--- src/rtl/mux_nx1_stream_pkg.sv ---
// Shared definitions for the N-to-1 streaming mux family: default widths,
// lane-count helper and the arbitration mode encoding.
package mux_nx1_stream_pkg;

   localparam int LEN_DEF   = 8;
   localparam int SEL_W_DEF = 2;

   typedef enum logic {
      MODE_SEL = 1'b0,
      MODE_RR  = 1'b1
   } mode_e;

   // Number of lanes addressed by a select field of the given width.
   function automatic int lanes(input int sel_w);
      return int'(32'd1 << sel_w);
   endfunction

endpackage

--- src/rtl/mux_nx1_stream_rr_arbiter.sv ---
// Round-robin arbiter: grants the first requesting lane after ptr, wrapping
// from the last lane back to lane 0. Purely combinational.
module rr_arbiter
   import mux_nx1_stream_pkg::*;
#(
   parameter  int SEL_W  = SEL_W_DEF,
   localparam int NUM_IN = lanes(SEL_W)
) (
   input  logic [NUM_IN-1:0] req,
   input  logic [SEL_W-1:0]  ptr,
   output logic [NUM_IN-1:0] grant,
   output logic [SEL_W-1:0]  idx,
   output logic              any
);

   logic [NUM_IN-1:0] grant_s;
   logic [SEL_W-1:0]  idx_s;

   // Search ptr+1 .. ptr+NUM_IN; the SEL_W-bit add wraps modulo NUM_IN.
   always_comb begin
      logic [SEL_W-1:0] lane_s;
      logic             hit_s;
      logic             found_s;
      grant_s = {NUM_IN{1'b0}};
      idx_s   = {SEL_W{1'b0}};
      lane_s  = {SEL_W{1'b0}};
      hit_s   = 1'b0;
      found_s = 1'b0;
      for (int k = 1; k <= NUM_IN; k++) begin
         lane_s          = ptr + SEL_W'(k);
         hit_s           = req[lane_s] & ~found_s;
         grant_s[lane_s] = hit_s;
         idx_s           = hit_s ? lane_s : idx_s;
         found_s         = found_s | req[lane_s];
      end
   end

   assign grant = grant_s;
   assign idx   = idx_s;
   assign any   = |req;

endmodule

--- src/rtl/mux_nx1_stream.sv ---
// N-to-1 streaming multiplexer with valid/ready handshakes, a registered
// output stage and runtime choice between fixed select and round-robin.
module mux_nx1_stream
   import mux_nx1_stream_pkg::*;
#(
   parameter  int LEN    = LEN_DEF,
   parameter  int SEL_W  = SEL_W_DEF,
   localparam int NUM_IN = lanes(SEL_W)
) (
   input  logic                  clk,
   input  logic                  reset,
   input  logic [NUM_IN*LEN-1:0] in_data,
   input  logic [NUM_IN-1:0]     in_valid,
   output logic [NUM_IN-1:0]     in_ready,
   input  logic [SEL_W-1:0]      sel,
   input  logic                  rr_en,
   output logic [LEN-1:0]        out_data,
   output logic [SEL_W-1:0]      out_src,
   output logic                  out_valid,
   input  logic                  out_ready
);

   logic [NUM_IN-1:0] arb_grant_s;
   logic [SEL_W-1:0]  arb_idx_s;
   logic              arb_any_s;
   logic [NUM_IN-1:0] grant_s;
   logic [SEL_W-1:0]  src_s;
   logic              load_s;
   logic              xfer_s;
   mode_e             mode_s;

   logic [LEN-1:0]    out_data_r;
   logic [SEL_W-1:0]  out_src_r;
   logic              out_valid_r;
   logic [SEL_W-1:0]  rr_ptr_r;

   rr_arbiter #(.SEL_W(SEL_W)) u_arb (
      .req   (in_valid),
      .ptr   (rr_ptr_r),
      .grant (arb_grant_s),
      .idx   (arb_idx_s),
      .any   (arb_any_s)
   );

   assign mode_s = mode_e'(rr_en);

   // Grant selection: arbiter result in round-robin mode, else the selected lane only.
   always_comb begin
      grant_s = {NUM_IN{1'b0}};
      src_s   = sel;
      case (mode_s)
         MODE_RR: begin
            grant_s = arb_grant_s;
            src_s   = arb_idx_s;
         end
         MODE_SEL: begin
            grant_s[sel] = in_valid[sel];
            src_s        = sel;
         end
         default: begin
            grant_s = {NUM_IN{1'b0}};
            src_s   = sel;
         end
      endcase
   end

   // The output register accepts a word when empty or draining this cycle.
   assign load_s   = ~out_valid_r | out_ready;
   assign in_ready = grant_s & {NUM_IN{load_s}};
   assign xfer_s   = |(in_ready & in_valid);

   // Output stage and round-robin pointer; a reset drops any held word.
   always_ff @(posedge clk) begin
      if (reset) begin
         out_valid_r <= 1'b0;
         out_data_r  <= {LEN{1'b0}};
         out_src_r   <= {SEL_W{1'b0}};
         rr_ptr_r    <= {SEL_W{1'b1}};
      end else if (xfer_s) begin
         out_valid_r <= 1'b1;
         out_data_r  <= in_data[int'(src_s)*LEN +: LEN];
         out_src_r   <= src_s;
         if (mode_s == MODE_RR) begin
            rr_ptr_r <= src_s;
         end else begin
            rr_ptr_r <= rr_ptr_r;
         end
      end else if (out_valid_r && out_ready) begin
         out_valid_r <= 1'b0;
      end else begin
         out_valid_r <= out_valid_r;
      end
   end

   assign out_data  = out_data_r;
   assign out_src   = out_src_r;
   assign out_valid = out_valid_r;

endmodule

--- config.mk ---
export PLATFORM = sky130hd
export DESIGN_NAME = mux_nx1_stream
export DESIGN_NICKNAME = d
export VERILOG_FILES = /design/src/rtl/mux_nx1_stream_pkg.sv /design/src/rtl/mux_nx1_stream_rr_arbiter.sv /design/src/rtl/mux_nx1_stream.sv
export SDC_FILE = /design/constraint.sdc
export NUM_CORES = 1
export LEC_CHECK = 0
export ABC_AREA = 0
export BUFFER_PORTS_ARGS = -buffer_cell sky130_fd_sc_hd__buf_2
export CAP_MARGIN = 0
export CORE_UTILIZATION = 52
export DETAILED_ROUTE_END_ITERATION = 12
export MAX_ROUTING_LAYER = met4
export PLACE_DENSITY = 0.85
export SLEW_MARGIN = 40
export SYNTH_ARGS = -nofsm -noshare
export SYNTH_HDL_FRONTEND = slang
export SYNTH_SLANG_ARGS = --single-unit
export TNS_END_PERCENT = 1
--- constraint.sdc ---
create_clock -name clk -period 6.3 [get_ports clk]
set_input_delay 0 -clock clk [delete_from_list [all_inputs] [get_ports clk]]
set_output_delay 0 -clock clk [all_outputs]
set_load 0.01 [all_outputs]
==> flow_metrics.py, run 1 <==
metrics = {
    "status": {
        "status": "finished clean",
    },
    "floorplan": {
        "start_util_pct": 56.3,
        "die_h_um": 54.2,
        "ioPinCount": 57,
        "core_um2": 2520,
        "fp.dieW_um": 54.2,
        "row_count": 18,
        "fp.dieArea_um2": 2940,
    },
    "hold_path": {
        "hold_class": "in2reg",
        "min_to": "out_data[6]$_SDFFE_PP0P_",
        "hp-start": "reset",
        "hold-path-cell-count": 2,
    },
    "logic_synthesis": {
        "syn_inst": 165,
        "yosysWarnings": 0,
        "synth_async_sr_flop_share_pct": 0,
        "yosysTopAreaCellShare_pct": 24.0,
        "yosysSeqAreaShare_pct": 18.3,
        "synth.area.top_cells": "mux2i_1 (24%), dfxtp_1 (18%), ha_1 (4.4%)",
        "synth_xor_area_share_pct": 0,
        "synth_top_family_by_area": "multiplexers",
        "synthAdderAreaFrac_pct": 4.41,
        "yosys_most_used_dff": "dfxtp_1",
        "synth_edf_count": 0,
        "muxShareOfSynthArea_pct": 29.0,
        "syn_area_um2": 1420,
        "ys_types": 50,
        "synthSimpleGateAreaFrac_pct": 22.8,
        "syn_avg_cell_area_um2": 8.60,
        "synth_fp_nets": 212,
        "synth_top_cell_by_area": "mux2i_1",
        "synth_compound_area_share_pct": 18.7,
        "ys_seq_elements": 13,
    },
    "place": {
        "dp_hpwl_mm": 2.61,
        "port_buffers": 56,
        "gp_congestion": 0.873,
    },
    "timing": {
        "worstMarginPinSlew_ps": 717,
        "slew_headroom_pct": 52.2,
        "rsz0062_at_grt": "false",
        "setup_violations": 0,
        "finalHoldViolCount": 0,
        "fin_crit_sh_pct": 58.5,
        "timing.hold.ws_ps": 19.2,
        "min_period_ps": 3690,
        "fin_setup_tns_ps": 0,
        "final_max_slew_viol_count": 0,
        "fin_skew_ps": 12.9,
        "max_freq_mhz": 271,
    },
    "route": {
        "viasPerCell": 5.77,
        "dr.first_iter.drc_count": 22,
        "drt_wl_total_mm": 3.29,
        "drc": 0,
        "ant_nets": 0,
        "vias": 1419,
        "wire_per_inst_um": 13.4,
        "drt_first_pass_iters": 4,
    },
    "worst_setup_path": {
        "endpoint_kind": "flip-flop",
        "path_max_fanout": 16,
        "r2r_end": "rr_ptr_r[1]$_SDFFE_PP1P_",
        "critPathRequiredTime_ps": 6480,
        "rr_worst_depth": 10,
        "crit_type": "reg2reg",
        "reg2reg_from": "rr_ptr_r[0]$_SDFFE_PP1P_",
        "rrSetupSlack_ps": 2610,
        "arrival_ps": 3870,
        "startpoint_type": "flip-flop",
    },
    "clocking": {
        "cts_hold_buf": 0,
        "numCtsBuffers": 3,
        "post_cts_buffers": 0,
        "cts.path.max_buffers": 2,
        "cts-resized-gates": 0,
        "root_buffer": "clkbuf_4",
        "cts_htree_levels": 1,
        "insertion_delay_ps": 290,
        "clk_pin_slew_ps": 90,
        "clock-sinks": 13,
        "cts_tree": "done",
    },
    "pwr": {
        "netSwitchingPower_w": 0.000199,
        "p_clk_share_pct": 11.2,
        "p_seq_share_pct": 25.7,
        "power.density_nw_per_um2": 269,
        "netSwitchingFraction_pct": 42.9,
        "leakage_nw": 0.879,
        "vdd_drop_max_mv": 0.232,
        "p_int_w": 0.000265,
        "pwr-share-comb_pct": 63.2,
    },
    "final_layout": {
        "multi_input_area_um2": 1080,
        "drive_gt1_share_pct": 34.7,
        "n_antenna_cell": 0,
        "fin_nets": 264,
        "final-seq-area_um2": 260,
        "area_growth_pct": 21.5,
        "n_fill_cell": 212,
    },
    "global_routing": {
        "antenna_found_initial": 0,
        "track_usage_pct": 26.0,
        "grt_first_pass_wirelength_mm": 5.46,
        "grt_max_degree": 18,
        "grt_pass1_vias": 1321,
        "overflow": 0,
    },
    "run": {
        "maxCapViolCount": 0,
    },
}
[cells in the mapped netlist (2+ instances only)]
cell type,instances
inv_1,6
a2111o_1,2
buf_2,4
mux4_2,2
a211oi_1,2
nor2b_1,7
a21oi_1,7
nor2_1,15
dfxtp_1,13
o311ai_0,3
nand2b_1,2
clkbuf_1,2
nor3_1,3
ha_1,5
a2111oi_0,2
a32oi_1,2
or3_1,2
mux2i_1,34
nand3_1,2
nand2_1,12
o21ai_0,6
nand3b_1,2
or3b_2,3
[how the worst max path moves through the flow]
stage | end | slack, ps | start | cells after the start
after floorplan | out_data[0]$_SDFFE_PP0P_ | 3130 | rr_ptr_r[0]$_SDFFE_PP1P_ | 12
after global placement | out_data[1]$_SDFFE_PP0P_ | 2630 | rr_ptr_r[0]$_SDFFE_PP1P_ | 10
after detailed placement | out_data[7]$_SDFFE_PP0P_ | 2530 | rr_ptr_r[0]$_SDFFE_PP1P_ | 10
after CTS | out_data[7]$_SDFFE_PP0P_ | 2500 | rr_ptr_r[0]$_SDFFE_PP1P_ | 10
after global routing | rr_ptr_r[1]$_SDFFE_PP1P_ | 2340 | rr_ptr_r[0]$_SDFFE_PP1P_ | 11
final | rr_ptr_r[1]$_SDFFE_PP1P_ | 2610 | rr_ptr_r[0]$_SDFFE_PP1P_ | 10
[state kept, by name, summed over array words and instances (netlist names)]
signal     cells
out_src        2
rr_ptr_r       2
out_data       8
out_valid      1
[per-stage QoR]
stage               instance area [um^2]  total power (W)  utilization (%)  setup slack (ps)  std cells
finish                              1720         0.000464             68.4              2610        246
global route                        1720         0.000499             68.4              2340        246
CTS                                 1720         0.000463             68.1              2500        245
detailed placement                  1690         0.000409             67.0              2530        241
global placement                    1680         0.000403             66.6              2630        241
floorplan                           1420         0.000344                -              3130        165
[routing by layer]
metal / GRT usage (%) / share of wire, % / vias to the layer above
met5: - / 0 / -
met4: 7.26 / 0.91 / 0
met3: 3.61 / 4.7 / 6
met2: 46.1 / 50 / 51
met1: 30.2 / 44 / 649
li1: - / - / 713
[layout by cell type, fill, tap and decap left out, types with 2 or more instances in the layout]
master     instances
nor2b_1            7
clkbuf_4           3
or3b_2             3
inv_1              6
nand2b_1           2
a211oi_1           2
nor3_1             3
nand3_1            2
nand2_1           12
dfxtp_1           13
nor2_1            15
o311ai_0           3
nand3b_1           2
buf_2             56
a2111oi_0          2
a32oi_1            2
ha_1               5
a21oi_1            7
buf_4              2
o21ai_0            6
mux4_2             2
a2111o_1           2
or3_1              2
mux2i_1           34
[critical path, stage by stage, from the launching register on]
cell and delay [ps]:
dfxtp_1 670, inv_1 170, ha_1 450, mux4_2 420, nor2b_1 190, a2111oi_0 470, a21oi_1 160, o32ai_1 410
a211oi_4 110, buf_4 220, o311ai_0 320
[power by group through the flow]
stage          sequential (W)   clock, W  combinational [W]
3_5_place_dp         0.000121          0           0.000289
3_3_place_gp         0.000120          0           0.000283
4_1_cts              0.000119  0.0000536           0.000290
2_1_floorplan        0.000125          0           0.000220
5_1_grt              0.000122  0.0000564           0.000321
6_report             0.000119  0.0000517           0.000293
[cells by family after synthesis]
kind of cell | Yosys count
compound gates | 34
fa+ha+maj | 5
buf+inv | 18
flops | 13
mux | 37
simple gates | 58
[final cells by class]
cell class,count,area share (%)
multi-input combinational,134,62.5
clock inverter,1,0.290
tap,30,2.18
timing repair buffer,58,17.1
sequential,13,15.1
clock buffer,3,1.31
inverter,7,1.52
No activity file was read; power rests on OpenSTA's default activity.
==> inputs of run 2 (changes only) <==
--- a/config.mk
+++ b/config.mk
@@ -8,10 +8,10 @@
 export ABC_AREA = 0
 export BUFFER_PORTS_ARGS = -buffer_cell sky130_fd_sc_hd__buf_2
 export CAP_MARGIN = 0
-export CORE_UTILIZATION = 52
+export CORE_UTILIZATION = 44
 export DETAILED_ROUTE_END_ITERATION = 12
 export MAX_ROUTING_LAYER = met4
-export PLACE_DENSITY = 0.85
+export PLACE_DENSITY = 0.77
 export SLEW_MARGIN = 40
 export SYNTH_ARGS = -nofsm -noshare
 export SYNTH_HDL_FRONTEND = slang
==> constraint.sdc (replaced) <==
create_clock -name clk -period 3.25 [get_ports clk]
set_input_delay 0 -clock clk [delete_from_list [all_inputs] [get_ports clk]]
set_output_delay 0 -clock clk [all_outputs]
set_load 0.01 [all_outputs]
==> flow_metrics.py, run 2 (synthesis results as in run 1) <==
metrics = {
    "status": {
        "status": "finished clean",
    },
    "worst_setup_path": {
        "crit_type": "reg2reg",
        "crit_buf_inv": 2,
        "path_delay_family": "compound AO/OA/AOI/OAI gates",
        "endpoint_kind": "flip-flop",
        "path_max_fanout": 16,
        "startpoint_type": "flip-flop",
        "path_cells": "inv_1 > ha_1 > mux4_2 > nor2b_1 > a2111oi_0 > a21oi_1 > o32ai_1 > a211oi_4 > buf_12 > o311ai_0",
        "arrival_ps": 3160,
        "cpPeakStageDelay_ps": 410,
        "critPathRequiredTime_ps": 3410,
        "cp_slowest_cell": "o32ai_1",
    },
    "clocking": {
        "cts_hold_buf": 0,
        "clock-sinks": 13,
        "cts.path.max_buffers": 2,
        "cts_htree_levels": 1,
        "root_buffer": "clkbuf_4",
        "cts-resized-gates": 0,
        "numCtsBuffers": 3,
        "insertion_delay_ps": 270,
        "cts_tree": "done",
        "post_cts_buffers": 0,
        "clk_pin_slew_ps": 80,
    },
    "route": {
        "vias": 1455,
        "drc": 0,
        "ant_nets": 0,
        "drt_wl_total_mm": 3.29,
        "drt_first_pass_iters": 4,
        "dr.first_iter.drc_count": 47,
        "wire_per_inst_um": 12.5,
        "viasPerCell": 5.51,
    },
    "final_layout": {
        "fin_nets": 268,
        "fin_cells": 264,
        "drive_gt1_share_pct": 35.9,
        "n_antenna_cell": 0,
        "design_area_um2": 1780,
        "largest_reg_flops": 8,
        "layout_common_cells": "buf_2 (56), mux2i_1 (34), nor2_1 (15), dfxtp_1 (13), nand2_1 (12)",
        "mostFrequentLayoutCell": "buf_2",
        "area_growth_pct": 25.1,
    },
    "global_routing": {
        "grt_max_degree": 18,
        "grt_first_pass_wirelength_mm": 5.44,
        "overflow": 0,
        "antenna_found_initial": 0,
        "track_usage_pct": 20.8,
        "grt_pass1_vias": 1320,
    },
    "place": {
        "dp_hpwl_mm": 2.68,
        "dpl.cell_count": 260,
        "gp_congestion": 0.885,
        "port_buffers": 56,
        "place_area_um2": 1750,
    },
    "timing": {
        "final_max_slew_viol_count": 0,
        "finalHoldViolCount": 0,
        "fin_skew_ps": 2.86,
        "setup_violations": 0,
        "fin_crit_sh_pct": 92.2,
        "max_freq_mhz": 334,
        "min_period_ps": 3000,
        "rsz0062_at_grt": "false",
        "fin_setup_tns_ps": 0,
        "slew_headroom_pct": 71.2,
        "worstMarginPinSlew_ps": 431,
        "timing.hold.ws_ps": 42.7,
    },
    "pwr": {
        "vdd_drop_max_mv": 0.339,
        "leakage_nw": 0.901,
        "p_total_w": 0.000921,
        "power.density_nw_per_um2": 519,
    },
    "floorplan": {
        "die_h_um": 58.8,
        "fp.dieArea_um2": 3460,
        "start_util_pct": 46.5,
        "fp.dieW_um": 58.8,
        "core_um2": 3050,
        "ioPinCount": 57,
        "row_count": 20,
    },
    "hold_path": {
        "hold_class": "in2reg",
    },
    "run": {
        "maxCapViolCount": 0,
    },
}
## run 2: metal layers
metal	GRT usage [%]	part of all wire (%)	up-vias
met4	9.86	1.4	0
li1	-	-	723
met5	-	0	-
met3	2.86	5.6	6
met1	23.2	42	664
met2	36.4	51	62
## run 2: cell type report
class	instances	area [um^2]
inverter	7	26.3
multi-input combinational	134	1070
clock buffer	3	22.5
clock inverter	1	5.00
sequential	13	260
timing repair buffer	62	338
tap	44	55.1
fill	309	1280
## run 2: stage by stage
step	setup WS, ps	utilization [%]
2_1_floorplan	82.0	-
3_3_place_gp	401	57.3
3_5_place_dp	312	57.3
4_1_cts	282	58.2
5_1_grt	66.5	58.2
6_report	253	58.2
## run 2: worst paths after layout
path | depth (start not counted) | slack [ps] | to | startpoint
hold / removal | 2 | 40 | out_src[0]$_SDFFE_PP0P_ | reset
setup reg to reg | 10 | 250 | rr_ptr_r[1]$_SDFFE_PP1P_ | rr_ptr_r[1]$_SDFFE_PP1P_
hold reg to reg | 2 | 460 | out_src[0]$_SDFFE_PP0P_ | out_src[0]$_SDFFE_PP0P_
setup / recovery | 10 | 250 | rr_ptr_r[1]$_SDFFE_PP1P_ | rr_ptr_r[1]$_SDFFE_PP1P_
## run 2: report_power, final
part / internal, W / switching [W] / leakage, nW / total (W)
clock: 0.0000455 / 0.0000499 / 0.0177 / 0.0000954
combinational: 0.000293 / 0.000316 / 0.776 / 0.000609
sequential: 0.000198 / 0.0000187 / 0.107 / 0.000217
total: 0.000537 / 0.000384 / 0.901 / 0.000921
